<file path="config.mk">
export PLATFORM = sky130hd
export DESIGN_NAME = pipe_ctrl
export DESIGN_NICKNAME = d
export VERILOG_FILES = /design/src/rtl/pipe_ctrl.sv
export SDC_FILE = /design/constraint.sdc
export NUM_CORES = 1
export LEC_CHECK = 0
export CAP_MARGIN = 25
export CORE_MARGIN = 3
export CORE_UTILIZATION = 30
export CTS_CLUSTER_DIAMETER = 100
export DETAILED_ROUTE_END_ITERATION = 16
export GPL_ROUTABILITY_DRIVEN = 0
export HOLD_SLACK_MARGIN = 0.1
export PLACE_DENSITY = 0.63
export SKIP_LAST_GASP = 1
export SLEW_MARGIN = 10
export SYNTH_ARGS = -nofsm -noshare
export SYNTH_HDL_FRONTEND = slang
export SYNTH_SLANG_ARGS = --single-unit
</file>
<file path="constraint.sdc">
create_clock -name clk -period 2 [get_ports clk]
set_clock_uncertainty 0.1 [all_clocks]
set_input_delay 0.3 -clock clk [delete_from_list [all_inputs] [get_ports clk]]
set_output_delay 0.3 -clock clk [all_outputs]
set_load 0.005 [all_outputs]
</file>
<file path="src/rtl/pipe_ctrl.sv">
// Control unit for the 5-stage miniRV pipeline: ID decode, ID/EX-EX/MEM-MEM/WB control
// registers, load-use stall, redirect flush and EX forwarding. Optional macro FORWARD_EN.
module pipe_ctrl #(
    parameter int INST_W = 32,
    parameter int RA_W   = 5
) (
    input  logic              clk,
    input  logic              rst,
    input  logic [INST_W-1:0] id_inst,
    input  logic              id_valid,
    input  logic              ex_br_true,
    output logic              stall_o,
    output logic              flush_o,
    output logic              id_illegal_o,
    output logic [2:0]        ex_sext_op,
    output logic [1:0]        ex_npc_op,
    output logic [2:0]        ex_alu_op,
    output logic              ex_alub_sel,
    output logic [2:0]        ex_br_op,
    output logic [1:0]        ex_fwd_a,
    output logic [1:0]        ex_fwd_b,
    output logic              mem_ram_we,
    output logic [1:0]        mem_rf_wsel,
    output logic              wb_rf_we,
    output logic [1:0]        wb_rf_wsel,
    output logic [RA_W-1:0]   wb_rd
);
    localparam logic [2:0] SEXT_I = 3'b000, SEXT_S = 3'b001, SEXT_B = 3'b010;
    localparam logic [2:0] SEXT_U = 3'b011, SEXT_J = 3'b100, SEXT_NONE = 3'b111;
    localparam logic [1:0] NPC_JAL = 2'b01, NPC_BR = 2'b10, NPC_JALR = 2'b11;
    localparam logic [2:0] ALU_ADD = 3'b000, ALU_SUB = 3'b001, ALU_AND = 3'b010, ALU_OR = 3'b011;
    localparam logic [2:0] ALU_XOR = 3'b100, ALU_SLL = 3'b101, ALU_SRL = 3'b110, ALU_SRA = 3'b111;
    localparam logic [1:0] WSEL_ALU = 2'b00, WSEL_RAM = 2'b01, WSEL_PC4 = 2'b10, WSEL_IMM = 2'b11;
    localparam logic [2:0] BR_BEQ = 3'b000, BR_BNE = 3'b001, BR_BLT = 3'b010, BR_BGE = 3'b011;
    localparam logic [2:0] BR_NONE = 3'b111;

    typedef struct packed {
        logic            valid;
        logic [2:0]      sext_op;
        logic [1:0]      npc_op;
        logic [2:0]      alu_op;
        logic            alub_sel;
        logic [2:0]      br_op;
        logic            ram_we;
        logic            rf_we;
        logic [1:0]      rf_wsel;
        logic [RA_W-1:0] rd;
`ifdef FORWARD_EN
        logic [RA_W-1:0] rs1;
        logic [RA_W-1:0] rs2;
`endif
    } ctrl_t;

    typedef struct packed {
        logic            valid;
        logic            ram_we;
        logic            rf_we;
        logic [1:0]      rf_wsel;
        logic [RA_W-1:0] rd;
    } mem_t;

    typedef struct packed {
        logic            valid;
        logic            rf_we;
        logic [1:0]      rf_wsel;
        logic [RA_W-1:0] rd;
    } wb_t;

    function automatic ctrl_t ctrl_bubble();
        ctrl_t b;
        b         = '0;
        b.sext_op = SEXT_NONE;
        b.br_op   = BR_NONE;
        return b;
    endfunction

    // Does a writer to rd collide with a source register the ID instruction actually reads?
    function automatic logic rs_hit(input logic [RA_W-1:0] rd, input logic [RA_W-1:0] rs1,
                                    input logic [RA_W-1:0] rs2, input logic u1, input logic u2);
        return (rd != '0) && ((u1 && rd == rs1) || (u2 && rd == rs2));
    endfunction

    ctrl_t idex_q, idex_d, id_ctrl;
    mem_t  exmem_q, exmem_d;
    wb_t   memwb_q, memwb_d;

    logic [6:0]      id_opcode, id_f7;
    logic [2:0]      id_f3, alu_f3;
    logic [RA_W-1:0] id_rd, id_rs1, id_rs2;
    logic            id_legal, id_use1, id_use2, alu_f3_ok;
    logic            redirect, stall_raw;

    assign id_opcode = id_inst[6:0];
    assign id_f3     = id_inst[14:12];
    assign id_f7     = id_inst[31:25];
    assign id_rd     = id_inst[7 +: RA_W];
    assign id_rs1    = id_inst[15 +: RA_W];
    assign id_rs2    = id_inst[20 +: RA_W];

    // funct3 -> ALU op shared by R-type and OP-IMM; funct7[5] picks arithmetic right shift
    always_comb begin
        alu_f3    = ALU_ADD;
        alu_f3_ok = 1'b1;
        case (id_f3)
            3'b000:  alu_f3 = ALU_ADD;
            3'b111:  alu_f3 = ALU_AND;
            3'b110:  alu_f3 = ALU_OR;
            3'b100:  alu_f3 = ALU_XOR;
            3'b001:  alu_f3 = ALU_SLL;
            3'b101:  alu_f3 = id_f7[5] ? ALU_SRA : ALU_SRL;
            default: alu_f3_ok = 1'b0;
        endcase
    end

    always_comb begin
        id_ctrl  = ctrl_bubble();
        id_legal = 1'b0;
        id_use1  = 1'b0;
        id_use2  = 1'b0;
        case (id_opcode)
            7'b0110011: begin
                id_legal = alu_f3_ok && (id_f7 == 7'h00 ||
                           (id_f7 == 7'h20 && (id_f3 == 3'b000 || id_f3 == 3'b101)));
                id_ctrl.alu_op = (id_f3 == 3'b000 && id_f7[5]) ? ALU_SUB : alu_f3;
                id_ctrl.rf_we  = 1'b1;
                id_ctrl.rd     = id_rd;
                id_use1 = 1'b1;
                id_use2 = 1'b1;
            end
            7'b0010011: begin
                id_legal = alu_f3_ok && ((id_f3 != 3'b001 && id_f3 != 3'b101) || id_f7 == 7'h00 ||
                           (id_f3 == 3'b101 && id_f7 == 7'h20));
                id_ctrl.sext_op  = SEXT_I;
                id_ctrl.alu_op   = alu_f3;
                id_ctrl.alub_sel = 1'b1;
                id_ctrl.rf_we    = 1'b1;
                id_ctrl.rd       = id_rd;
                id_use1 = 1'b1;
            end
            7'b0000011: begin
                id_legal = (id_f3 == 3'b010);
                id_ctrl.sext_op  = SEXT_I;
                id_ctrl.alub_sel = 1'b1;
                id_ctrl.rf_we    = 1'b1;
                id_ctrl.rf_wsel  = WSEL_RAM;
                id_ctrl.rd       = id_rd;
                id_use1 = 1'b1;
            end
            7'b0100011: begin
                id_legal = (id_f3 == 3'b010);
                id_ctrl.sext_op  = SEXT_S;
                id_ctrl.alub_sel = 1'b1;
                id_ctrl.ram_we   = 1'b1;
                id_use1 = 1'b1;
                id_use2 = 1'b1;
            end
            7'b1100011: begin
                id_legal = (id_f3 == 3'b000 || id_f3 == 3'b001 || id_f3 == 3'b100 || id_f3 == 3'b101);
                id_ctrl.sext_op = SEXT_B;
                id_ctrl.npc_op  = NPC_BR;
                id_ctrl.alu_op  = ALU_SUB;
                case (id_f3)
                    3'b000:  id_ctrl.br_op = BR_BEQ;
                    3'b001:  id_ctrl.br_op = BR_BNE;
                    3'b100:  id_ctrl.br_op = BR_BLT;
                    default: id_ctrl.br_op = BR_BGE;
                endcase
                id_use1 = 1'b1;
                id_use2 = 1'b1;
            end
            7'b0110111: begin
                id_legal = 1'b1;
                id_ctrl.sext_op  = SEXT_U;
                id_ctrl.alub_sel = 1'b1;
                id_ctrl.rf_we    = 1'b1;
                id_ctrl.rf_wsel  = WSEL_IMM;
                id_ctrl.rd       = id_rd;
            end
            7'b1101111: begin
                id_legal = 1'b1;
                id_ctrl.sext_op = SEXT_J;
                id_ctrl.npc_op  = NPC_JAL;
                id_ctrl.rf_we   = 1'b1;
                id_ctrl.rf_wsel = WSEL_PC4;
                id_ctrl.rd      = id_rd;
            end
            7'b1100111: begin
                id_legal = (id_f3 == 3'b000);
                id_ctrl.sext_op  = SEXT_I;
                id_ctrl.npc_op   = NPC_JALR;
                id_ctrl.alub_sel = 1'b1;
                id_ctrl.rf_we    = 1'b1;
                id_ctrl.rf_wsel  = WSEL_PC4;
                id_ctrl.rd       = id_rd;
                id_use1 = 1'b1;
            end
            default: id_legal = 1'b0;
        endcase
        if (id_valid && id_legal) begin
            id_ctrl.valid = 1'b1;
        end else begin
            id_ctrl = ctrl_bubble();
            id_use1 = 1'b0;
            id_use2 = 1'b0;
        end
`ifdef FORWARD_EN
        // Unused sources are stored as x0 so they can never pick up a forward
        id_ctrl.rs1 = id_use1 ? id_rs1 : '0;
        id_ctrl.rs2 = id_use2 ? id_rs2 : '0;
`endif
    end

    assign id_illegal_o = id_valid && !id_legal;
    assign redirect = idex_q.valid && (idex_q.npc_op == NPC_JAL || idex_q.npc_op == NPC_JALR ||
                                       (idex_q.npc_op == NPC_BR && ex_br_true));
    assign flush_o  = redirect;

`ifdef FORWARD_EN
    function automatic logic [1:0] fwd_sel(input logic [RA_W-1:0] rs, input mem_t m, input wb_t w);
        if (m.valid && m.rf_we && m.rd != '0 && m.rd == rs) return 2'b01;
        if (w.valid && w.rf_we && w.rd != '0 && w.rd == rs) return 2'b10;
        return 2'b00;
    endfunction

    assign stall_raw = id_valid && idex_q.valid && idex_q.rf_wsel == WSEL_RAM &&
                       rs_hit(idex_q.rd, id_rs1, id_rs2, id_use1, id_use2);
    assign ex_fwd_a  = fwd_sel(idex_q.rs1, exmem_q, memwb_q);
    assign ex_fwd_b  = fwd_sel(idex_q.rs2, exmem_q, memwb_q);
`else
    // Without a bypass network the consumer waits until every pending writer has left WB
    assign stall_raw = id_valid && (
        (idex_q.valid  && idex_q.rf_we  && rs_hit(idex_q.rd,  id_rs1, id_rs2, id_use1, id_use2)) ||
        (exmem_q.valid && exmem_q.rf_we && rs_hit(exmem_q.rd, id_rs1, id_rs2, id_use1, id_use2)) ||
        (memwb_q.valid && memwb_q.rf_we && rs_hit(memwb_q.rd, id_rs1, id_rs2, id_use1, id_use2)));
    assign ex_fwd_a  = 2'b00;
    assign ex_fwd_b  = 2'b00;
`endif

    assign stall_o = stall_raw && !redirect;

    always_comb begin
        idex_d          = (redirect || stall_raw) ? ctrl_bubble() : id_ctrl;
        exmem_d         = '0;
        exmem_d.valid   = idex_q.valid;
        exmem_d.ram_we  = idex_q.ram_we;
        exmem_d.rf_we   = idex_q.rf_we;
        exmem_d.rf_wsel = idex_q.rf_wsel;
        exmem_d.rd      = idex_q.rd;
        memwb_d         = '0;
        memwb_d.valid   = exmem_q.valid;
        memwb_d.rf_we   = exmem_q.rf_we;
        memwb_d.rf_wsel = exmem_q.rf_wsel;
        memwb_d.rd      = exmem_q.rd;
    end

    always_ff @(posedge clk) begin
        if (rst) begin
            idex_q  <= ctrl_bubble();
            exmem_q <= '0;
            memwb_q <= '0;
        end else begin
            idex_q  <= idex_d;
            exmem_q <= exmem_d;
            memwb_q <= memwb_d;
        end
    end

    assign ex_sext_op  = idex_q.sext_op;
    assign ex_npc_op   = idex_q.npc_op;
    assign ex_alu_op   = idex_q.alu_op;
    assign ex_alub_sel = idex_q.alub_sel;
    assign ex_br_op    = idex_q.br_op;
    assign mem_ram_we  = exmem_q.ram_we;
    assign mem_rf_wsel = exmem_q.rf_wsel;
    assign wb_rf_we    = memwb_q.rf_we;
    assign wb_rf_wsel  = memwb_q.rf_wsel;
    assign wb_rd       = memwb_q.rd;
endmodule

</file>
==> results of run 1 <==
[stage by stage]
step | cell area, um2 | utilization, % | cells
finish | 3570 | 51.8 | 444
global route | 3570 | 51.8 | 444
CTS | 3460 | 50.1 | 444
detailed placement | 3170 | 45.9 | 433
global placement | 3170 | 45.9 | 433
floorplan | 2190 | - | 248
[timing repair]
action                                  4_1_cts  5_1_grt
cloned                                        1        0
endpoints found under the setup margin       24       24
pin swaps                                    19       12
setup buffers                                 3        0
resized for setup                            63       25
[cells by family (layout without fill, tap and decap cells)]
logic type | count (synthesis) | after routing | synth area share [%]
buf+inv | 31 | 131 | 8.40
simple gates | 114 | 114 | 32.7
flops | 41 | 41 | 37.7
other cells | 1 | 4 | 0.172
xor+xnor | 33 | 33 | 13.3
compound gates | 25 | 25 | 7.71
[layer usage]
| metal | up-vias | wire, um |
|---|---|---|
| met5 | - | 0 |
| met4 | 0 | 203 |
| met3 | 17 | 274 |
| met2 | 72 | 3050 |
| met1 | 960 | 2620 |
| li1 | 1053 | - |
[state kept, by name, indices dropped and copies added, names as in the netlist]
register	cells
ex_alu_op	3
ex_alub_sel	1
ex_br_op	3
ex_npc_op	2
ex_sext_op	3
exmem_d	10
exmem_q	7
mem_ram_we	1
mem_rf_wsel	2
memwb_q	1
wb_rd	5
wb_rf_we	1
wb_rf_wsel	2
[synth_stat cells, drive strengths merged, types with 2 or more instances]
library cell,number,area [um2]
o22ai,2,18.8
buf,20,141
o211ai,2,25.0
nor2,11,41.3
nand2,13,48.8
nand4b,3,26.3
nor4b,2,30.0
nand3,12,60.1
xor2,12,105
a21oi,4,20.0
nand4,9,56.3
a211oi,2,15.0
dfxtp,41,821
or4,5,37.5
xnor2,21,184
or3,4,25.0
nor2b,20,125
nor3,17,140
a31oi,2,12.5
clkbuf,7,26.3
and2,4,25.0
o21ai,9,45.0
inv,4,15.0
nor4,10,62.6
[path summary, 6_finish.rpt]
kind          startpoint             end  slack, ns  cells past startpoint
max reg2reg   exmem_d[4]   ex_sext_op[1]      -0.48                      8
max          id_inst[21]         stall_o      -0.50                      9
min           exmem_d[5]  mem_rf_wsel[0]       0.35                      1
min reg2reg   exmem_d[5]  mem_rf_wsel[0]       0.35                      1
[critical path, cell delays in order]
cell and delay [ns]:
clkdlybuf4s50_1 0.45, buf_4 0.16, xnor2_1 0.16, nand4_1 0.12, nor4_1 0.32, nor3_2 0.11, o22ai_2 0.15, nor3b_2 0.19
buf_2 0.13
[power breakdown]
group / total (uW) / leakage (uW) / switching (uW) / internal (uW)
Clock: 699 / 0.0000574 / 293 / 406
Sequential: 816 / 0.000332 / 0.290 / 816
Combinational: 274 / 0.000942 / 131 / 143
Total: 1790 / 0.00133 / 424 / 1360
[layout make-up]
type / count / area, um2 / area share (%)
inverters: 4 / 15.0 / 0.420
well taps: 96 / 120 / 3.36
multi-input cells: 176 / 1420 / 39.8
flip-flops and latches: 41 / 826 / 23.1
repair buffers: 119 / 1070 / 29.9
clock inverters: 2 / 37.5 / 1.05
clock buffers: 6 / 82.6 / 2.31
[cell usage in the layout, fill, tap and decap left out, drive strengths merged, types with 2 or more instances in the layout]
master	count
buf	62
nor3	17
nand4b	3
o22ai	2
a211oi	2
or3	4
clkbuf	7
dlygate4sd2	8
nor4b	2
nor4	10
nand4	9
a31oi	2
nand3	12
nand2	13
clkdlybuf4s15	2
dlymetal6s2s	4
nor2	11
o211ai	2
a21oi	4
xor2	12
nor2b	20
clkdlybuf4s50	41
dfxtp	41
or4	5
and2	4
o21ai	9
xnor2	21
inv	4
conb	4
==> metrics.txt, run 1 <==
status complete, but fails checks; failing checks negative setup slack; CTS Buffer Depth 2; Global Route met2 Usage 27.2%; IO Count 66; largest fanout on the critical path 2; max cap viols 0; antenna viol nets, final 0; number of remaining DRC errors 0; Most Crowded Layer GR met2; Layout area overhead 64.4%; Nets 383; gr ovfl total 0; hold slack 0.349 ns; met3 usage 3.40%; CTS Hold Bufs 0; Worst Setup Start Kind input port; CTS tree yes; H-Tree Depth 2; via count 2102; LEAKAGE 0.00133 uW; Core Box Area 6910 um2; crit end category primary output; Post-Synthesis Cells 245; Post-Syn Area per Cell 8.88 um2; register clock-pin slew on the reported worst setup and hold paths 0.08 ns; GR Util met1 16.6%; Die Span Y 91.1 um; Cell Pwr Density 500 nW/um2; Initial Util 31.5%; VDD IR max 0.300 mV; Synth Register Bits 41; Async S/R FF share, synth 0%; initial antenna violation count 0; final WL 6.14 mm; Slew Limit Fails 0; row cnt 30; leading register cell type out of synthesis dfxtp_1; Fillers 647; Req. time, crit path 1.60 ns; drt wl/cell 13.8 um; ANT cells 0; EDFF count, synth 0; final worst slack -0.500 ns; Post-Syn Area 2170 um2; dpl hpwl 4.48 mm; chip width 91.1 um; Total Routing Usage GR 14.9%; Place WS -0.902 ns; Fin. Hold Viols 0; clk_lat worst skew 0.29 ns; post-synth cell types 39; crit share post-route 125%; fraction of final layout cells sized beyond drive strength 1 35.3%; die area 8310 um2; register area share after synthesis 37.7%; unrepaired setup endpoints after global routing yes; Port Buf Inserts 61; Sink Count 41; Setup CP Type in2out; Num CTS Buffers 5; Critical Path AT 2.10 ns; Root Buffer clkbuf_8; first-pass GRT wire length 10.0 mm; largest net degree at the start of global routing 21; vias in the first global route 2156; drt first pass iters 4; Power Total 1790 uW; DR vias/cell 4.73; setup violators final 24; fmax 400 MHz; Setup Total Neg Slack -6.09 ns; yosys warns 0; worst hold path type reg2reg; minimum clock period 2.50 ns; initial DRC count 45
Note: power is estimated with default switching activity, not from simulation.
==> inputs of run 2 (changes only) <==
- ABC_AREA: not set -> 1
- CORE_MARGIN: 3 -> not set
==> metrics.txt, run 2 <==
status complete, but fails checks; failing checks negative setup slack; chip width 88.0 um (-3.4%); CTS Hold Bufs 0 (unchanged); mux contribution to synthesized area 0% (unchanged); DR vias/cell 4.25 (-10%); Post-Syn Area per Cell 6.81 um2 (-23%); Critical Path AT 1.64 ns (-0.46 ns); setup violators final 1 (-96%); dpl hpwl 4.26 mm (-4.9%); Worst Setup Start Kind flip-flop; largest fanout on the critical path 4 (+2); simple-gate share of the synthesized area 37.9% (+5.3 points); post-synth cell types 24 (-38%); slowest cell delay on critical path 0.41 ns (-0.04 ns); Crit path buffers/inverters 1 (-2); final WL 5.52 mm (-10%); number of remaining DRC errors 0 (unchanged); Place WS -0.760 ns (+0.142 ns); number of flip-flops under the largest register name 10 (unchanged); cells taking the most area after synthesis dfxtp_1, nand2_1, nor2_1; Root Buffer clkbuf_8; H-Tree Depth 2 (unchanged); XOR/XNOR Fraction of Synth Area 7.89% (-5.4 points); die area 7750 um2 (-6.7%); Post-Synthesis Cells 326 (+33%); first-pass GRT wire length 9.09 mm (-9.2%); initial DRC count 91 (+100%); Num CTS Buffers 5 (unchanged); Fin. Hold Viols 0 (unchanged); crit-path cells xnor2_1 > nand3_1 > nor2_2 > nand2_2 > a21oi_2 > nor2_2 > nor3_2 > buf_2; Slew Limit Fails 0 (unchanged); ANT cells 0 (unchanged); crit end category primary output; slowest CP cell dfxtp_1; antenna viol nets, final 0 (unchanged); most common cell after layout, fill and taps aside buf_4; IO Count 66 (unchanged); most common cell in the netlist nand2_1; LEAKAGE 0.00168 uW (+26%); drt first pass iters 4 (unchanged); post-synthesis compound-gate area fraction 2.65% (-5.1 points); EDFF count, synth 0 (unchanged); register area share after synthesis 37.0% (-0.77 points); Fillers 693 (+7.1%); max cap viols 0 (unchanged); initial antenna violation count 0 (unchanged); Multi-input gate area 1230 um2 (-13%); yosys warns 0 (unchanged); most used cell, CP nor2_2; most frequent cells in the layout buf_4, nand2_1, nor2_1, inv_1, clkdlybuf4s50_1; Post-Syn Area 2220 um2 (+2.1%); crit share post-route 102% (-23 points); Req. time, crit path 1.60 ns (about the same); leading register cell type out of synthesis dfxtp_1; drt wl/cell 10.3 um (-25%); CTS Buffer Depth 2 (unchanged); Initial Util 31.8% (+0.31 points); Cells after DPL 515 (+19%); Post-synth top cells nand2_1, nor2_1, inv_1; Layout area overhead 57.8%; Async S/R FF share, synth 0% (unchanged); main combinational cell family by area after synthesis simple AND/OR/NAND/NOR gates; clk_lat worst skew 0.29 ns (about the same); Cell Pwr Density 465 nW/um2 (-7.1%); Total Routing Usage GR 15.2% (+0.26 points); FF/Latch Area 837 um2 (+1.4%); largest net degree at the start of global routing 20 (-4.8%); CTS tree yes; final worst slack -0.0406 ns (+0.459 ns); minimum clock period 2.04 ns (-0.459 ns); Synth Register Bits 41 (unchanged); Synth top area share 37.0% (-0.77 points); gr ovfl total 0 (unchanged); Setup Total Neg Slack -0.0406 ns (+6.05 ns); Power Total 1630 uW (-9.0%); fmax 490 MHz (+22%); hold slack 0.304 ns (-0.0452 ns); adder-cell share of the synthesized area 0% (unchanged); worst hold path type reg2reg; unrepaired setup endpoints after global routing yes; Die Span Y 88.0 um (-3.4%); via count 2276 (+8.3%); Setup CP Type reg2out; row cnt 30 (unchanged); Port Buf Inserts 61 (unchanged); Non-Filler Instances 535 (+20%); Sink Count 41 (unchanged); Synth area leader dfxtp_1; register clock-pin slew on the reported worst setup and hold paths 0.08 ns (about the same); Core Box Area 6980 um2 (+1.1%); vias in the first global route 2136 (-0.93%); VDD IR max 0.233 mV (-22%); Nets 474 (+24%); cell family with most CP delay simple AND/OR/NAND/NOR gates; fraction of final layout cells sized beyond drive strength 1 31.4% (-3.9 points)
-- run 2: cell types whose count changed after synthesis, sizes merged, moves of 10 or more --
cell,before,now
nor2,11,65
inv,4,55
nand2,13,73
nand3,12,31
xnor2,21,5
nor2b,20,0
nor4,10,0
-- run 2: through the flow --
step	utilization [%]	cell area (um2)
2_1_floorplan	-	2230
3_3_place_gp	45.6	3190
3_5_place_dp	45.6	3190
4_1_cts	49.4	3450
5_1_grt	50.2	3500
6_report	50.2	3500
-- run 2: cells by family (layout without fill, tap and decap cells) --
family / Yosys count / in the layout
AND/OR/NAND/NOR: 183 / 183
flip-flops: 41 / 41
buffers and inverters: 71 / 181
other: 1 / 4
XOR/XNOR: 20 / 20
AO/OA/AOI/OAI: 10 / 10
-- run 2: worst min-delay path, cell delays in order, from the launching register on --
cell	delay, ns
dfxtp_1	0.30
inv_1	0.04
nor2_1	0.03
-- run 2: layout make-up --
type	count	area share, %
Clock buffer	7	2.75
Clock inverter	1	0.143
Inverter	55	5.89
Multi-Input combinational cell	217	35.3
Sequential cell	41	23.9
Tap cell	96	3.43
Timing Repair Buffer	118	28.6
-- run 2: final timing paths --
| kind | start | end | slack, ns | cells past startpoint |
|---|---|---|---|---|
| min | exmem_d[5] | mem_rf_wsel[0] | 0.30 | 2 |
| max | exmem_d[4] | stall_o | -0.04 | 8 |
| max reg2reg | exmem_q[0] | ex_npc_op[1] | 0.24 | 11 |
| min reg2reg | exmem_d[5] | mem_rf_wsel[0] | 0.30 | 2 |
-- run 2: what timing repair did --
action / 4_1_cts / 5_1_grt
gates resized for setup: 76 / 24
setup buffers: 9 / 3
endpoints found under the setup margin: 7 / 4
pin swaps: 20 / 21
-- run 2: where the power goes --
group / leakage (uW) / switching [uW] / total, uW / internal (uW)
Combinational: 0.00129 / 114 / 227 / 113
Sequential: 0.000337 / 0.192 / 816 / 816
Clock: 0.0000542 / 274 / 585 / 312
Total: 0.00168 / 388 / 1630 / 1240
-- run 2: layer usage --
layer / part of all wire, % / global-route usage [%]
met5: 0 / 0
met4: 1.5 / 4.40
met3: 5.3 / 3.20
met2: 46 / 26.1
met1: 47 / 19.0
